`src/rtl/ps2_pkg.sv`:
```
// rtl/ps2_pkg.sv - shared types, frame constants and parity helper for the PS/2 receiver
package ps2_pkg;

    typedef enum logic [1:0] {
        IDLE  = 2'd0,
        SHIFT = 2'd1,
        CHECK = 2'd2
    } ps2_state_t;

    localparam int FRAME_BITS = 11;
    localparam int DATA_BITS  = 8;

    // Odd parity holds when data plus parity carries an odd number of ones.
    function automatic logic odd_parity_ok(input logic [DATA_BITS-1:0] data, input logic parity);
        return ^{data, parity};
    endfunction

endpackage

```
`src/rtl/ps2_fifo.sv`:
```
// rtl/ps2_fifo.sv - synchronous first-word-fall-through byte queue
module ps2_fifo
    import ps2_pkg::*;
#(
    parameter int DEPTH = 4,
    parameter int WIDTH = DATA_BITS
) (
    input  logic             clk,
    input  logic             rst,
    input  logic             i_push,
    input  logic [WIDTH-1:0] i_wdata,
    input  logic             i_pop,
    output logic [WIDTH-1:0] o_rdata,
    output logic             o_full,
    output logic             o_empty
);

    localparam int AW = $clog2(DEPTH);

    logic [WIDTH-1:0] r_mem [DEPTH];
    logic [AW-1:0]    r_wr_ptr;
    logic [AW-1:0]    r_rd_ptr;
    logic [AW:0]      r_count;
    logic             w_do_pop;
    logic             w_do_push;

    assign o_empty   = (r_count == '0);
    assign o_full    = (r_count == (AW+1)'(DEPTH));
    assign w_do_pop  = i_pop & ~o_empty;
    // A pop in the same cycle frees the slot a full-queue push needs.
    assign w_do_push = i_push & (~o_full | w_do_pop);
    assign o_rdata   = o_empty ? '0 : r_mem[r_rd_ptr];

    always_ff @(posedge clk) begin
        if (w_do_push) begin
            r_mem[r_wr_ptr] <= i_wdata;
        end
    end

    always_ff @(posedge clk or posedge rst) begin
        if (rst) begin
            r_wr_ptr <= '0;
            r_rd_ptr <= '0;
            r_count  <= '0;
        end else begin
            if (w_do_push) begin
                r_wr_ptr <= r_wr_ptr + 1'b1;
            end
            if (w_do_pop) begin
                r_rd_ptr <= r_rd_ptr + 1'b1;
            end
            if (w_do_push && !w_do_pop) begin
                r_count <= r_count + 1'b1;
            end else if (w_do_pop && !w_do_push) begin
                r_count <= r_count - 1'b1;
            end
        end
    end

endmodule

```
`src/rtl/ps2_rx_ctrl.sv`:
```
// rtl/ps2_rx_ctrl.sv - PS/2 device-to-host frame receiver; PS2_INHIBIT_EN adds ps2_clk_oe flow control
module ps2_rx_ctrl
    import ps2_pkg::*;
#(
    parameter int SYNC_STAGES    = 2,
    parameter int TIMEOUT_CYCLES = 50000,
    parameter int FIFO_DEPTH     = 4
) (
    input  logic                 clk,
    input  logic                 reset,
    input  logic                 ps2_clk,
    input  logic                 ps2_data,
    output logic [DATA_BITS-1:0] rx_data,
    output logic                 rx_valid,
    input  logic                 rx_ready,
    output logic                 frame_err,
    output logic                 overflow,
    output logic                 busy
`ifdef PS2_INHIBIT_EN
    ,
    output logic                 ps2_clk_oe
`endif
);

    localparam int              TW       = $clog2(TIMEOUT_CYCLES);
    localparam logic [TW-1:0]   TMAX     = TW'(TIMEOUT_CYCLES - 1);
    localparam logic [3:0]      LAST_BIT = 4'(FRAME_BITS - 2);

    logic [SYNC_STAGES-1:0]  r_clk_sync;
    logic [SYNC_STAGES-1:0]  r_data_sync;
    logic                    r_clk_prev;
    ps2_state_t              r_state;
    logic [3:0]              r_bit_cnt;
    logic [TW-1:0]           r_tcnt;
    logic [FRAME_BITS-2:0]   r_shift;
    logic                    r_pend;
    logic                    r_pend_data;
    logic                    r_frame_err;
    logic                    r_overflow;

    logic                    w_clk_s;
    logic                    w_data_s;
    logic                    w_fall_raw;
    logic                    w_fall;
    logic                    w_idle_fall;
    logic                    w_idle_data;
    logic                    w_good;
    logic                    w_full;
    logic                    w_empty;
    logic                    w_pop;
    logic                    w_push_ok;

    always_ff @(posedge clk or posedge reset) begin
        if (reset) begin
            r_clk_sync  <= '1;
            r_data_sync <= '1;
            r_clk_prev  <= 1'b1;
        end else begin
            r_clk_sync  <= {r_clk_sync[SYNC_STAGES-2:0], ps2_clk};
            r_data_sync <= {r_data_sync[SYNC_STAGES-2:0], ps2_data};
            r_clk_prev  <= r_clk_sync[SYNC_STAGES-1];
        end
    end

    assign w_clk_s    = r_clk_sync[SYNC_STAGES-1];
    assign w_data_s   = r_data_sync[SYNC_STAGES-1];
    assign w_fall_raw = r_clk_prev & ~w_clk_s;

`ifdef PS2_INHIBIT_EN
    localparam int            HOLD = SYNC_STAGES + 2;
    localparam int            HW   = $clog2(HOLD + 1);

    logic          r_clk_oe;
    logic [HW-1:0] r_hold;

    // Our own pull-down and its release echo back through the synchronizer; mask them.
    always_ff @(posedge clk or posedge reset) begin
        if (reset) begin
            r_clk_oe <= 1'b0;
            r_hold   <= '0;
        end else if (!r_clk_oe && w_full && r_state == IDLE) begin
            r_clk_oe <= 1'b1;
        end else if (r_clk_oe && !w_full) begin
            r_clk_oe <= 1'b0;
            r_hold   <= HW'(HOLD);
        end else if (r_hold != '0) begin
            r_hold <= r_hold - 1'b1;
        end
    end

    assign ps2_clk_oe = r_clk_oe;
    assign w_fall     = w_fall_raw & ~r_clk_oe & (r_hold == '0);
`else
    assign w_fall     = w_fall_raw;
`endif

    // A fall caught during CHECK is replayed as an IDLE fall one cycle later.
    assign w_idle_fall = w_fall | r_pend;
    assign w_idle_data = r_pend ? r_pend_data : w_data_s;
    assign w_good      = odd_parity_ok(r_shift[DATA_BITS-1:0], r_shift[DATA_BITS]) & r_shift[DATA_BITS+1];
    assign w_pop       = rx_valid & rx_ready;
    assign w_push_ok   = ~w_full | w_pop;

    always_ff @(posedge clk or posedge reset) begin
        if (reset) begin
            r_state     <= IDLE;
            r_bit_cnt   <= '0;
            r_tcnt      <= '0;
            r_shift     <= '0;
            r_pend      <= 1'b0;
            r_pend_data <= 1'b0;
            r_frame_err <= 1'b0;
            r_overflow  <= 1'b0;
        end else begin
            r_frame_err <= 1'b0;
            r_overflow  <= 1'b0;
            case (r_state)
                IDLE: begin
                    r_tcnt <= '0;
                    r_pend <= 1'b0;
                    if (w_idle_fall && !w_idle_data) begin
                        r_state   <= SHIFT;
                        r_bit_cnt <= '0;
                    end
                end
                SHIFT: begin
                    if (w_fall) begin
                        r_shift   <= {w_data_s, r_shift[FRAME_BITS-2:1]};
                        r_bit_cnt <= r_bit_cnt + 1'b1;
                        r_tcnt    <= '0;
                        if (r_bit_cnt == LAST_BIT) begin
                            r_state <= CHECK;
                        end
                    end else if (r_tcnt == TMAX) begin
                        r_state     <= IDLE;
                        r_tcnt      <= '0;
                        r_frame_err <= 1'b1;
                    end else begin
                        r_tcnt <= r_tcnt + 1'b1;
                    end
                end
                CHECK: begin
                    r_state <= IDLE;
                    if (!w_good) begin
                        r_frame_err <= 1'b1;
                    end else if (!w_push_ok) begin
                        r_overflow <= 1'b1;
                    end
                    if (w_fall) begin
                        r_pend      <= 1'b1;
                        r_pend_data <= w_data_s;
                    end
                end
                default: r_state <= IDLE;
            endcase
        end
    end

    ps2_fifo #(
        .DEPTH (FIFO_DEPTH),
        .WIDTH (DATA_BITS)
    ) u_fifo (
        .clk     (clk),
        .rst     (reset),
        .i_push  ((r_state == CHECK) & w_good & w_push_ok),
        .i_wdata (r_shift[DATA_BITS-1:0]),
        .i_pop   (w_pop),
        .o_rdata (rx_data),
        .o_full  (w_full),
        .o_empty (w_empty)
    );

    assign rx_valid  = ~w_empty;
    assign frame_err = r_frame_err;
    assign overflow  = r_overflow;
    assign busy      = (r_state != IDLE);

endmodule

```
`config.mk`:
```
export PLATFORM = sky130hd
export DESIGN_NAME = ps2_rx_ctrl
export DESIGN_NICKNAME = d
export VERILOG_FILES = /design/src/rtl/ps2_pkg.sv /design/src/rtl/ps2_fifo.sv /design/src/rtl/ps2_rx_ctrl.sv
export SDC_FILE = /design/constraint.sdc
export NUM_CORES = 1
export LEC_CHECK = 0
export ABC_AREA = 1
export CORE_MARGIN = 2
export CORE_UTILIZATION = 60
export CTS_BUF_LIST = sky130_fd_sc_hd__clkbuf_8 sky130_fd_sc_hd__clkbuf_16
export DETAILED_ROUTE_END_ITERATION = 8
export PLACE_DENSITY = 0.81
export SLEW_MARGIN = 15
export SYNTH_ARGS = -nofsm -noshare
export SYNTH_HDL_FRONTEND = slang
export SYNTH_SLANG_ARGS = --single-unit
```
`constraint.sdc`:
```
create_clock -name clk -period 3.28 [get_ports clk]
set_input_delay 0.328 -clock clk [delete_from_list [all_inputs] [get_ports clk]]
set_output_delay 0.328 -clock clk [all_outputs]
set_load 0.005 [all_outputs]
```
---- After elaboration in Yosys (flattened, before gate mapping) ----
Memory sizes are Yosys's and may differ from the RTL's.
Index checks and enable logic that the tools add are counted.
Widths: inputs -> output; s select.
storage, ports and cells
  flip-flop bits (word level) ............. 48
  bits in writable memories ............... 32
  output and inout port bits .............. 12
  memories ................................ 1
operators by class
  add/sub/neg operators ................... 6
  equality and inequality tests ........... 10
  multiplexer cells ....................... 26
  bitwise logic cells ..................... 13
  reductions and logical operators ........ 18
memory list
  name          words  bits a word  rd ports  clocked after memory_dff  write ports  line            text
  u_fifo.r_mem  4      8            1         0                         1            ps2_fifo.sv:20  logic [WIDTH-1:0] r_mem [DEPTH];
operator list
  operator               number
  $mux 16                2
  $pmux 16 s2            1
  $add 16x1->16 const B  1
  $eq 16x16->1 const B   1
  $mux 1                 10
  $reduce_xor 9->1       1
  $mux 2                 4
  $mux 4                 2
  $mux 8                 1
  $pmux 4 s2             1
  $reduce_bool 2->1      4
  $and 1x1->1            7
  $mux 3                 2
  $ne 2x2->1 const B     3
  $ne 3x3->1 const B     2
  $reduce_and 2->1       3
  $reduce_and 3->1       2
  $add 2x1->2 const B    2
  $add 4x1->4 const B    1
  $eq 4x4->1 const B     1
  $pmux 1 s2             2
  $pmux 2 s2             1
  $add 3x1->3 const B    1
  $eq 3x3->1 const B     1
  9 further kinds        17

---- Logic depth before layout (Yosys ltp) ----
  word-level depth ........................ 10
  mapped depth ............................ 15

---- Hierarchy ----
From an unflattened synthesis, not the netlist that was laid out.
second synthesis, totals
  cell total of the unflattened synthesis .. 450
  area total of the unflattened synthesis .. 4001.3 um^2
by module, submodules not included
  module       instances  cells each  area each (um^2)  seq. area each (um^2)
  ps2_rx_ctrl  1          265         2164.6            1032.2
  ps2_fifo     1          185         1836.8            1136.1

---- Worst setup path before layout ----
OpenSTA, ideal clock, no wires.
  path kind ............................... register to register
  start point ............................. reg r_state[0]
  end point ............................... reg u_fifo.r_count[2]
  data arrival time ....................... 2057 ps
  slack ................................... 1092 ps
  stages on the path, launching flop included .. 13
  buffers on the path ..................... 0
  period minus slack after synthesis ...... 2188 ps
  cells stage by stage .................... dfrtp_1 inv_1 ha_1 inv_1 nor2_1 nand4_2 inv_1 ha_1 inv_1 fa_1 a21oi_1 o21ai_0 xor2_1
on the way
  cells in the longest elaborated chain, start to end .. 7
RTL lines
  what                                line                text
  start: declaration                  ps2_rx_ctrl.sv:32   ps2_state_t r_state;
  start signal: assignment            ps2_rx_ctrl.sv:106  r_state <= IDLE;
  start signal: assignment            ps2_rx_ctrl.sv:122  r_state <= SHIFT;
  start signal: assignment            ps2_rx_ctrl.sv:132  r_state <= CHECK;
  $eq 2x2->1 (*)                      ps2_rx_ctrl.sv:165  .i_push ((r_state == CHECK) & w_good & w_push_ok),
  $and 1x1->1 (*) (2 in series)       ps2_rx_ctrl.sv:165
  $and 1x1->1 (*)                     ps2_fifo.sv:31      assign w_do_push = i_push & (~o_full | w_do_pop);
  via u_fifo.w_do_push                ps2_fifo.sv:25      logic w_do_push;
  $logic_not 1->1                     ps2_fifo.sv:54      end else if (w_do_pop && !w_do_push) begin
  $logic_and 1x1->1                   ps2_fifo.sv:54
  $reduce_bool 2->1 (no source line)  --
  end signal: assignment              ps2_fifo.sv:53      r_count <= r_count + 1'b1;
  end signal: assignment              ps2_fifo.sv:55      r_count <= r_count - 1'b1;
  end: declaration                    ps2_fifo.sv:23      logic [AW:0] r_count;
The timed path passes the listed nets; every way through them passes the cells marked *.
A chain may end at the register's enable or synchronous reset.

---- Worst setup path in the final report ----
  start point ............................. reg u_fifo.r_rd_ptr[0]
  end point ............................... out rx_data[1]
on the way
  cells in the longest elaborated chain, start to end .. 2
RTL lines
  what                      line               text
  start: declaration        ps2_fifo.sv:22     logic [AW-1:0] r_rd_ptr;
  start signal: assignment  ps2_fifo.sv:50     r_rd_ptr <= r_rd_ptr + 1'b1;
  $mem_v2 4x8               --
  $mux 8                    ps2_fifo.sv:32     assign o_rdata = o_empty ? '0 : r_mem[r_rd_ptr];
  end: declaration          ps2_rx_ctrl.sv:13  output logic [DATA_BITS-1:0] rx_data,
Every way passes these cells.

==> results.json <==
{
  "max_freq_mhz": 386,
  "synth_nets": 416,
  "rr_endpoint": "u_fifo.r_count[2]$_DFFE_PP0P_",
  "hp-class": "reg2reg",
  "cp.arrival_ns": 2.26,
  "die_area_mm2": 0.00697,
  "path_max_fanout": 19,
  "power-per-cell-area_mw_per_mm2": 777,
  "grt_pass1_vias": 2676,
  "cp.required_ns": 2.95,
  "wirelength_um": 6740,
  "synth.distinct_cells": 34,
  "io_pins": 17,
  "ys.warnings.count": 0,
  "worstSkewPairLatency_ns": 0.35,
  "cts_root_buffer": "clkbuf_8",
  "dp_hpwl_um": 4800,
  "slew_headroom_pct": 35.0,
  "grt_usage_pct": 22.0,
  "finalNetCount": 438,
  "start_util_pct": 62.9,
  "synth_seq_area_share_pct": 57.2,
  "vias_per_cell": 5.31,
  "syn2layout_area_growth_pct": 11.6,
  "setup_viol": 0,
  "max-clock-path-buffers": 2,
  "final_area_mm2": 0.00423,
  "leakage_nw": 1.82,
  "r2r_cells": 14,
  "worstMarginPinSlew_ns": 0.973,
  "ant_nets": 0,
  "place_inst": 485,
  "start_kind": "flop",
  "hold_violations": 0,
  "die_h_um": 83.5,
  "endpoint_kind": "output pin",
  "place_congestion": 0.824,
  "async_flop_share_pct": 60.0,
  "max_cap_viol_count": 0,
  "antenna_found_initial": 0,
  "netlist_instances": 399,
  "coreArea_mm2": 0.00603,
  "regToRegStartpoint": "r_shift[5]$_DFFE_PP0P_",
  "cts_resized": 0,
  "antenna-diode-count": 0,
  "r2r_slack_ns": 0.70,
  "synth_area_per_cell_um2": 9.50,
  "whs_path_depth": 0,
  "synth_edf_count": 32,
  "synth_flop_cell": "dfrtp_1",
  "final.setup.tns_ns": 0,
  "port_buffers": 16,
  "cts_inserted_buffers": 9,
  "peakVddDrop_uv": 526,
  "rsz0062_at_grt": "false",
  "slew_viol_final": 0,
  "grt_pass1_wl_um": 12300,
  "status": "complete, no violations",
  "cts_sinks": 80,
  "initialDrtViolationCount": 236,
  "hp-start": "r_clk_sync[0]$_DFF_PP1_",
  "grt_max_degree": 49,
  "ys_ff_latch": 80,
  "layout.cells.non_filler": 501,
  "period_minus_slack_ns": 2.59,
  "post-route-period-util_pct": 78.9,
  "wl_per_cell_um": 13.5,
  "crit_type": "reg2out",
  "ctsHoldBuffers": 0,
  "row_count": 28,
  "drive_gt1_share_pct": 11.5,
  "cts_setup_buffers": 0,
  "synthesis.area_mm2": 0.00379,
  "overflow": 0,
  "hold_end": "r_clk_sync[1]$_DFF_PP1_",
  "clkTransAtPathRegs_ns": 0.08,
  "placed_area_mm2": 0.00402,
  "finClkSkew_ns": 0.00914,
  "firstDrtPassIters": 4,
  "cts_tree": "built",
  "remaining_drc_errors": 0,
  "fp.dieW_um": 83.5,
  "vias": 2660,
  "htreeDepth": 3
}
-- cells by family after synthesis --
family / synth area share, %
and+or+nand+nor: 21.5
AOI/OAI and AO/OA: 8.72
muxes: 0.297
xor gates and xnor gates: 1.85
buffers and inverters: 6.27
DFF: 57.2
adders and majority gates: 4.16
-- cells in the mapped netlist, types with 3 or more instances --
| cell | number | area [um^2] |
|---|---|---|
| xor2_1 | 5 | 43.8 |
| o21ai_0 | 39 | 195 |
| nand2_1 | 70 | 263 |
| nand3_1 | 15 | 75.1 |
| nor2_4 | 5 | 56.3 |
| nand2_2 | 4 | 25.0 |
| nand4_1 | 5 | 31.3 |
| xnor2_1 | 3 | 26.3 |
| a21oi_1 | 20 | 100 |
| ha_1 | 11 | 138 |
| buf_2 | 4 | 20.0 |
| inv_1 | 49 | 184 |
| inv_2 | 5 | 18.8 |
| edfxtp_1 | 32 | 961 |
| dfrtp_1 | 43 | 1080 |
| dfstp_2 | 5 | 131 |
| nor2_1 | 58 | 218 |
| nor3_2 | 4 | 40.0 |
-- layout make-up --
cell class	instances	area, um^2
inverter	56	210
sequential	80	2170
timing repair buffer	17	168
multi-input combinational	257	1380
fill	453	1800
clock buffer	11	151
tap	75	93.8
clock inverter	5	55.1
-- state kept, by name, indices dropped and copies added, names as in the netlist, 2 cells and up --
| name | cells |
|---|---|
| r_tcnt | 16 |
| r_data_sync | 2 |
| r_clk_sync | 2 |
| r_shift | 10 |
| r_bit_cnt | 4 |
| u_fifo.r_count | 3 |
| r_state | 2 |
| u_fifo.r_mem | 32 |
| u_fifo.r_rd_ptr | 2 |
| u_fifo.r_wr_ptr | 2 |
-- layout by cell type (no fill, tap or decap), types with 2 or more instances in the layout --
cell type,instances
clkbuf_8,11
nor2_4,5
nand4_2,2
edfxtp_1,32
nand4_1,5
ha_1,11
nand3_2,2
dfrtp_1,43
nor2_1,58
nor3_1,2
clkinv_1,2
inv_1,49
o21ai_1,2
xor2_1,5
a21oi_1,20
nor3_2,4
o21ai_0,39
nand2_1,70
nand3_1,15
inv_2,6
xnor2_1,3
nand2_2,4
clkdlybuf4s50_1,16
dfstp_2,5
-- worst max-delay path by stage --
stage	start	end	slack [ns]	cells after the start
floorplan	r_state[0]$_DFFE_PP0P_	u_fifo.r_count[2]$_DFFE_PP0P_	1.09	12
global placement	rx_ready	u_fifo.r_count[2]$_DFFE_PP0P_	0.75	13
detailed placement	rx_ready	u_fifo.r_count[2]$_DFFE_PP0P_	0.58	13
CTS	u_fifo.r_rd_ptr[1]$_DFFE_PP0N_	rx_data[1]	0.66	5
global route	u_fifo.r_rd_ptr[0]$_DFFE_PP0N_	rx_data[5]	0.52	4
finish	u_fifo.r_rd_ptr[0]$_DFFE_PP0N_	rx_data[1]	0.69	4
-- worst max-delay path, stage by stage, from the launching register on --
cell and delay, ns:
dfrtp_1 0.78, inv_2 0.27, o21ai_0 0.30, a21oi_1 0.10, clkdlybuf4s50_1 0.45
-- metrics by stage --
step                      setup WS, ns  total power [mW]  hold WS, ns  utilization (%)
after CTS                        0.659              3.31        0.359             70.2
final                            0.692              3.29        0.358             70.2
after floorplan                   1.09              2.16        0.332                -
after detailed placement         0.582              2.58        0.347             66.8
after global routing             0.517              3.54        0.361             70.2
after global placement           0.747              2.51        0.345             66.8
-- power by group --
part	leakage [nW]	internal (mW)	switching, mW
combinational	0.786	0.491	0.653
clock	0.107	0.392	0.342
sequential	0.923	1.21	0.197
-- per-layer routing --
layer  GRT usage (%)  up-vias  share of wire [%]
li1                -     1343                  -
met1            28.7     1253                 45
met2            37.2       51                 50
met3            4.15       13                2.9
met4            7.62        0                1.6
met5               0        -                  0
Power figures use the tool's default switching activity.
